File: config.mk
export PLATFORM = sky130hd
export DESIGN_NAME = fx2_in_writer
export DESIGN_NICKNAME = d
export VERILOG_FILES = /design/src/rtl/fx2_pkg.sv /design/src/rtl/fx2_in_writer.sv
export SDC_FILE = /design/constraint.sdc
export NUM_CORES = 1
export LEC_CHECK = 0
export ABC_AREA = 1
export CORE_ASPECT_RATIO = 1.75
export CORE_MARGIN = 4
export CORE_UTILIZATION = 54
export CTS_CLUSTER_SIZE = 10
export DETAILED_ROUTE_END_ITERATION = 10
export PLACE_DENSITY = 0.84
export SYNTH_ARGS = -nofsm -noshare
export SYNTH_HDL_FRONTEND = slang
export SYNTH_SLANG_ARGS = --single-unit
File: constraint.sdc
create_clock -name fifo_clk -period 3 [get_ports fifo_clk]
set_input_delay 0.3 -clock fifo_clk [delete_from_list [all_inputs] [get_ports fifo_clk]]
set_output_delay 0.3 -clock fifo_clk [all_outputs]
set_load 0.02 [all_outputs]
File: src/rtl/fx2_pkg.sv
// fx2_pkg: shared state type and constants for the FX2LP slave-FIFO blocks
package fx2_pkg;
  typedef enum logic [1:0] {IDLE, WRITE, PKTEND, WAIT_FLAG} fx2_state_e;
  localparam logic [1:0] EP2_ADDR = 2'b00;
  localparam logic [1:0] EP4_ADDR = 2'b01;
  localparam logic [1:0] EP6_ADDR = 2'b10;
  localparam logic [1:0] EP8_ADDR = 2'b11;
  localparam int FD_W = 16;
endpackage

File: src/rtl/fx2_in_writer.sv
// fx2_in_writer: drains a FWFT buffer into an FX2LP slave-FIFO IN endpoint, framing
// full packets and closing partial ones with PKTEND after an idle timeout
module fx2_in_writer
  import fx2_pkg::*;
#(
  parameter logic [1:0] EP_ADDR = EP6_ADDR,
  parameter int PKT_WORDS = 256,
  parameter int IDLE_TIMEOUT = 1024,
  parameter int FLAG_LAT = 4
) (
  input  logic            fifo_clk,
  input  logic            reset,
  input  logic [FD_W-1:0] fifo_dout,
  input  logic            fifo_empty,
  output logic            fifo_read_busy,
  input  logic            fx2_full_n,
  output logic [FD_W-1:0] fx2_fd,
  output logic            fx2_slwr_n,
  output logic            fx2_pktend_n,
  output logic            fx2_sloe_n,
  output logic [1:0]      fx2_fifoadr,
  output logic [15:0]     pkt_count,
  output logic            busy
);
  localparam int WW = $clog2(PKT_WORDS);
  localparam int IW = $clog2(IDLE_TIMEOUT);
  localparam int LW = FLAG_LAT > 1 ? $clog2(FLAG_LAT) : 1;
  fx2_state_e r_state, w_next;
  logic [WW-1:0] r_word_cnt;
  logic [IW-1:0] r_idle_cnt;
  logic [LW-1:0] r_lat_cnt;
  logic w_last, w_timeout, w_lat_done, w_commit;
  assign fifo_read_busy = r_state == WRITE && !fifo_empty;
  assign w_last = fifo_read_busy && r_word_cnt == WW'(PKT_WORDS - 1);
  // timeout only counts empty cycles, so fresh data always wins the tie
  assign w_timeout = r_state == WRITE && fifo_empty && r_idle_cnt == IW'(IDLE_TIMEOUT - 1);
  assign w_lat_done = r_lat_cnt == LW'(FLAG_LAT - 1);
  assign w_commit = w_last || r_state == PKTEND;
  assign fx2_sloe_n = 1'b1;
  assign fx2_fifoadr = EP_ADDR;
  assign busy = r_state != IDLE;
  always_comb begin
    w_next = r_state;
    case (r_state)
      IDLE:    w_next = (!fifo_empty && fx2_full_n) ? WRITE : IDLE;
      WRITE:   w_next = w_last ? WAIT_FLAG : w_timeout ? PKTEND : WRITE;
      PKTEND:  w_next = WAIT_FLAG;
      default: w_next = w_lat_done ? IDLE : WAIT_FLAG;
    endcase
  end
  always_ff @(posedge fifo_clk or posedge reset)
    if (reset) r_state <= IDLE;
    else r_state <= w_next;
  always_ff @(posedge fifo_clk or posedge reset)
    if (reset) begin
      fx2_fd       <= '0;
      fx2_slwr_n   <= 1'b1;
      fx2_pktend_n <= 1'b1;
      pkt_count    <= '0;
      r_word_cnt   <= '0;
      r_idle_cnt   <= '0;
      r_lat_cnt    <= '0;
    end else begin
      fx2_slwr_n   <= !fifo_read_busy;
      fx2_pktend_n <= r_state != PKTEND;
      if (fifo_read_busy) fx2_fd <= fifo_dout;
      pkt_count    <= pkt_count + 16'(w_commit);
      r_word_cnt   <= w_commit ? '0 : fifo_read_busy ? r_word_cnt + 1'b1 : r_word_cnt;
      r_idle_cnt   <= (fifo_read_busy || r_state == PKTEND) ? '0 :
                      (r_state == WRITE && !w_timeout) ? r_idle_cnt + 1'b1 : r_idle_cnt;
      r_lat_cnt    <= r_state == WAIT_FLAG ? r_lat_cnt + 1'b1 : '0;
    end
endmodule

==> metrics.txt <==
Multi-input gate area=1140 sq um; CTS Sinks=56; Gate Count Post-Synth=314; Port Buffer Count=55; YS warnings=0; largest net degree at the start of global routing=37; worst-skew pair later-pin latency=0.30 ns; number of enable flip-flop cells after synthesis=0; Peak supply drop=0.000476 V; total track usage=19.4%; drt via density=5.08; H-Tree Depth=2; power density over cell area=516 nW/um^2; Max Clock Freq=0.435 GHz; Largest stage delay, worst path=0.40 ns; GPL Wtd Cong=0.837; Primary FF master, synth=dfrtp_1; die area=6290 sq um; CP startpoint=r_word_cnt[0]$_DFFE_PP0P_; Post-Synthesis Cell Area=2730 sq um; final hold vios=0; worst r2r dst=pkt_count[12]$_DFF_PP0_; Layout area overhead=24.9%; Vert. Die Dim=102 um; Worst R2R Start=r_word_cnt[0]$_DFFE_PP0P_; FF/Latch Area=1400 sq um; hold buffers post-CTS=0; layout cells sized above 1=8.04%; actual slew at the worst max-slew pin=0.722 ns; Cell Area, Placed=3310 sq um; # IOs=59; placed instance count=419; final design instance area without fill=3400 sq um; Final Max Slew Viols=0; Min-Delay Path Class=input pin to async pin; CP endpoint=pkt_count[12]$_DFF_PP0_; core box area=4930 sq um; Crit Path Class=flop to flop; CTS root buf=clkbuf_8; Syn Area/Cell=8.68 sq um; DR WL/cell=12.7 um; CTS Buffer Depth=2; initial antenna violation count=0; Leak=1.70 nW; Setup-failing EPs final=0; cells along the critical path=ha_1 -> nand3_1 -> nand3b_1 -> nand2_2 -> ha_1 -> ha_1 -> nand2_1 -> nor2_1 -> nand3_1 -> nor2_1 -> xor2_1; Die X=61.7 um; first-pass GRT wire length=9300 um; RSZ-0062 raised after global routing=no; Yosys reg bits=56; critical path depth=11; TritonRoute pass-1 iters=4; Congestion Overflow GR=0; Seq/Total Area, Yosys=51.5%; DR iter-0 viols=40; post-CTS setup buffer count=0; Async S/R FF share, synth=100%; Synth top cells by count=nand2_1 (102), dfrtp_1 (54), nand3_1 (28); Worst Skew=0.00731 ns; Top cell by count, worst path=ha_1; run status=finished clean; CP Launch Type=flop; R2R cell count=11; Setup TNS Final=0 ns; final period utilization=76.6%; area leader, netlist=dfrtp_1; via count=2169; max_cap viols=0; Worst setup EP type=flop; n_diodes=0; Final Non-Filler Cells=427; Critical Path Fanout Max=8; flop2flop setup slack=0.70 ns; initial core utilization=55.2%; cell types occupying the most area after synthesis=dfrtp_1 (50%), nand2_1 (14%), nand3_1 (5.1%); layout net count=398; cell family with most CP delay=simple AND/OR/NAND/NOR gates; Post-Route WL=5410 um; min Tclk post-route=2.30 ns; crit path DAT=2.53 ns; num rows=34; Yosys top cell area share=49.6%; Data required, critical path=3.23 ns; Worst Path Buf+Inv=0; Clock Pin Slew Worst Setup and Hold Paths=0.10 ns; # fillers=385; Slowest-stage cell, CP=dfrtp_1; post-CTS sizing=0; DRC=0; Num CTS Buffers=5; fin util=69.0%; CTS tree=built; top-count cell post-synth=nand2_1; vias in the first global route=2172; DP HPWL=4140 um; Slew headroom=51.8%; Yosys cell types=31; remaining antenna violation count=0
-- cell type report --
| cell class | count | share of cell area (%) |
|---|---|---|
| well taps | 54 | 1.99 |
| clock buffers | 6 | 2.43 |
| clock inverters | 2 | 0.404 |
| multi-input cells | 220 | 33.6 |
| flip-flops and latches | 56 | 41.3 |
| inverters | 30 | 3.31 |
| repair buffers | 59 | 17.1 |
-- placed cells by master (no fill, tap or decap), types with 3 or more instances in the layout --
master / n
nand2_1: 102
clkdlybuf4s50_1: 55
dfrtp_1: 54
nand3_1: 28
inv_1: 26
nor2_1: 25
xor2_1: 15
nand4_1: 8
xnor2_1: 6
ha_1: 6
clkbuf_8: 6
nor3_1: 5
inv_2: 4
a21oi_1: 4
buf_4: 4
conb_1: 3
-- how the worst min path moves through the flow --
stage / startpoint / slack (ns) / depth (start not counted) / endpoint
after floorplan: r_lat_cnt[0]$_DFF_PP0_ / 0.41 / 1 / r_lat_cnt[0]$_DFF_PP0_
after global placement: r_lat_cnt[0]$_DFF_PP0_ / 0.42 / 1 / r_lat_cnt[0]$_DFF_PP0_
after CTS: reset / 0.44 / 2 / fx2_fd[5]$_DFFE_PP0P_
final: reset / 0.42 / 2 / pkt_count[15]$_DFF_PP0_
after detailed placement: r_lat_cnt[0]$_DFF_PP0_ / 0.42 / 1 / r_lat_cnt[0]$_DFF_PP0_
after global routing: r_lat_cnt[0]$_DFF_PP0_ / 0.47 / 1 / r_lat_cnt[0]$_DFF_PP0_
-- power breakdown --
part | internal (W) | switching, W | leakage [nW]
clock | 0.000189 | 0.000239 | 0.0516
sequential | 0.000842 | 0.0000705 | 0.702
combinational | 0.000181 | 0.000236 | 0.945
-- flip-flops by register name (all words and copies together) (netlist names) --
signal and cells:
fx2_fd 16, fx2_pktend_n 1, fx2_slwr_n 1, pkt_count 16, r_idle_cnt 10, r_lat_cnt 2
r_state 2, r_word_cnt 8
-- per-layer routing --
metal	wire [um]	vias up	global-route usage, %
li1	-	1091	-
met1	2130	1007	21.8
met2	2940	61	34.5
met3	217	10	3.67
met4	113	0	8.01
met5	0	-	0
-- cells by family (layout without fill, tap and decap cells) --
kind of cell,count (synthesis),after routing,synth area share [%]
flops,56,56,51.5
simple gates,183,183,30.6
other cells,2,3,0.276
buf+inv,39,97,6.70
fa+ha+maj,6,6,2.75
compound gates,7,7,1.42
xor+xnor,21,21,6.75
-- stage by stage --
step / total power, W / hold WS [ns] / worst slack, ns
finish: 0.00176 / 0.424 / 0.701
global route: 0.00186 / 0.467 / 0.444
CTS: 0.00177 / 0.436 / 0.690
detailed placement: 0.00134 / 0.421 / 0.509
global placement: 0.00133 / 0.419 / 0.574
floorplan: 0.00118 / 0.408 / 0.919
No activity file was read; power rests on OpenSTA's default activity.
==> variant: new RTL, same flow settings <==
The 4 states of `fx2_state_e` get a one-hot encoding in 4 bits.
--- a/src/rtl/fx2_pkg.sv
+++ b/src/rtl/fx2_pkg.sv
@@ -2,3 +2,3 @@
 package fx2_pkg;
-  typedef enum logic [1:0] {IDLE, WRITE, PKTEND, WAIT_FLAG} fx2_state_e;
+  typedef enum logic [3:0] {IDLE = 4'b0001, WRITE = 4'b0010, PKTEND = 4'b0100, WAIT_FLAG = 4'b1000} fx2_state_e;
   localparam logic [1:0] EP2_ADDR = 2'b00;
Check against the original RTL: no difference found for any inputs over 10 cycles, from zero or initial values and one cycle with reset high; not proved beyond that.
==> variant against the unedited design <==
- synthesized area rose by 5.7%
- die area rose by 5.1%
- worst setup slack improved by 0.011 ns
- synthesized cell count rose by 6.7%
- cell area rose by 6.5%
- via count rose by 11%
- largest cell class unchanged
- non-clock buffer count did not move
- power fell by 0.70%
- largest power group unchanged
- cell count rose by 7.0%
- sequential share of layout area fell by 1.1 points
- clock power rose by 32%
- highest routed layer unchanged
- wire length rose by 11%
- sequential cell count rose by 2
==> variant: results (changes against the unedited design) <==
| Metric | Value |
|---|---|
| Status | `finished clean` |
| Slowest CP cell | `clkdlybuf4s50_1` |
| Top post-synthesis cells by area | `dfrtp_1, nand2_1, inv_1` |
| WL met3 | `255 µm (+18%)` |
| Clock-pin slew of the registers on the worst-case setup and hold paths | `0.06 ns (-0.04 ns)` |
| First DRT Iteration DRCs | `118 (+200%)` |
| Fill cells | `393 (+2.1%)` |
| Met2 Use GR | `35.5% (+1.1 points)` |
| Crit path from | `fifo_empty` |
| Hpwl dp | `4.55 mm (+10%)` |
| Final WL | `6.01 mm (+11%)` |
| Worst skew pair latency | `0.33 ns (+0.03 ns)` |
| DRT met1 WL | `2.24 mm (+5.1%)` |
| Largest net degree at the start of global routing | `34 (-8.1%)` |
| Clock Path Buffers | `2 (unchanged)` |
| P_leak | `1.86 nW (+9.5%)` |
| GR Util All Layers | `19.8% (+0.41 points)` |
| Post-synthesis sequential area ratio | `50.5% (-0.99 points)` |
| TritonCTS Buffers | `9 (+4)` |
| H-tree Lvls | `3 (+1)` |
| Routed met2 length | `3.34 mm (+14%)` |
| Largest stage delay on the critical path | `0.60 ns (+0.20 ns)` |
| Vias | `2413 (+11%)` |
| Root Buffer | `clkbuf_8` |
| Worst VDD drop | `0.379 mV (-20%)` |
| Worst Reg2Reg Path Length in Cells | `13 (+2)` |
| Met1 Resource Use GR | `20.5% (-1.3 points)` |
| Synth unique cells | `30 (-3.2%)` |
| Layout cell share with drive strength beyond 1 | `8.93% (+0.89 points)` |
| Delay-heaviest family, CP | `buffers and inverters` |
| GPL Wtd Cong | `0.813 (-2.9%)` |
| Clk_skew | `0.0105 ns (+0.00317 ns)` |
| Critical path data arrival time | `1.99 ns (-0.54 ns)` |
| Rel. slew slack | `55.5% (+3.7 points)` |
| First-pass GRT wire length | `10.4 mm (+12%)` |
| Final #Nets | `424 (+6.5%)` |
| Synth cell count leaders | `nand2_1, dfrtp_1, inv_1, nor2_1, nand3_1` |
[variant: cell types whose count changed after synthesis, moves of 2 or more]
cell     unedited run  this run
buf_4               5         3
nand2_4             2         0
nand2_1           102       108
xnor2_1             6         8
nand3_1            28        24
xor2_1             15        10
nor2_4              2         7
nand4_1             8        13
inv_1              27        38
[variant: stage by stage]
stage	worst slack, ns	cell area [µm²]	total power, mW	cells	utilization, %
after floorplan	1.01	2880	1.07	336	-
after global placement	0.663	3470	1.18	441	68.6
after detailed placement	0.549	3470	1.19	441	68.6
after CTS	0.703	3620	1.77	457	71.6
after global routing	0.524	3620	1.84	457	71.6
final	0.711	3620	1.75	457	71.6
[variant: power by group]
| group | internal [mW] | switching, mW | total [mW] |
|---|---|---|---|
| sequential | 0.854 | 0.0523 | 0.907 |
| combinational | 0.124 | 0.148 | 0.272 |
| clock | 0.300 | 0.267 | 0.567 |
[variant: area by class of cell]
type                    count  share of cell area, %
clock buffers              15                   4.04
clock inverters             1                  0.138
inverters                  40                   4.14
multi-input cells         230                   33.6
flip-flops and latches     58                   40.2
well taps                  54                   1.86
repair buffers             59                   16.0
[variant: final timing paths]
kind | endpoint | slack [ns]
min in group fifo_clk | r_lat_cnt[0] | 0.44
setup / recovery | fifo_read_busy | 0.71
max in group asynchronous | r_state[0] | 1.89
setup reg to reg | pkt_count[12] | 0.75
hold / removal | pkt_count[10] | 0.39
hold reg to reg | r_lat_cnt[0] | 0.44
[variant: logic make-up after synthesis]
family | synth area share [%]
buffers and inverters | 7.30
adder cells (fa/ha/maj) | 2.61
flip-flops | 50.5
AO/OA/AOI/OAI | 2.17
XOR/XNOR | 5.47
other | 0.261
AND/OR/NAND/NOR | 31.7
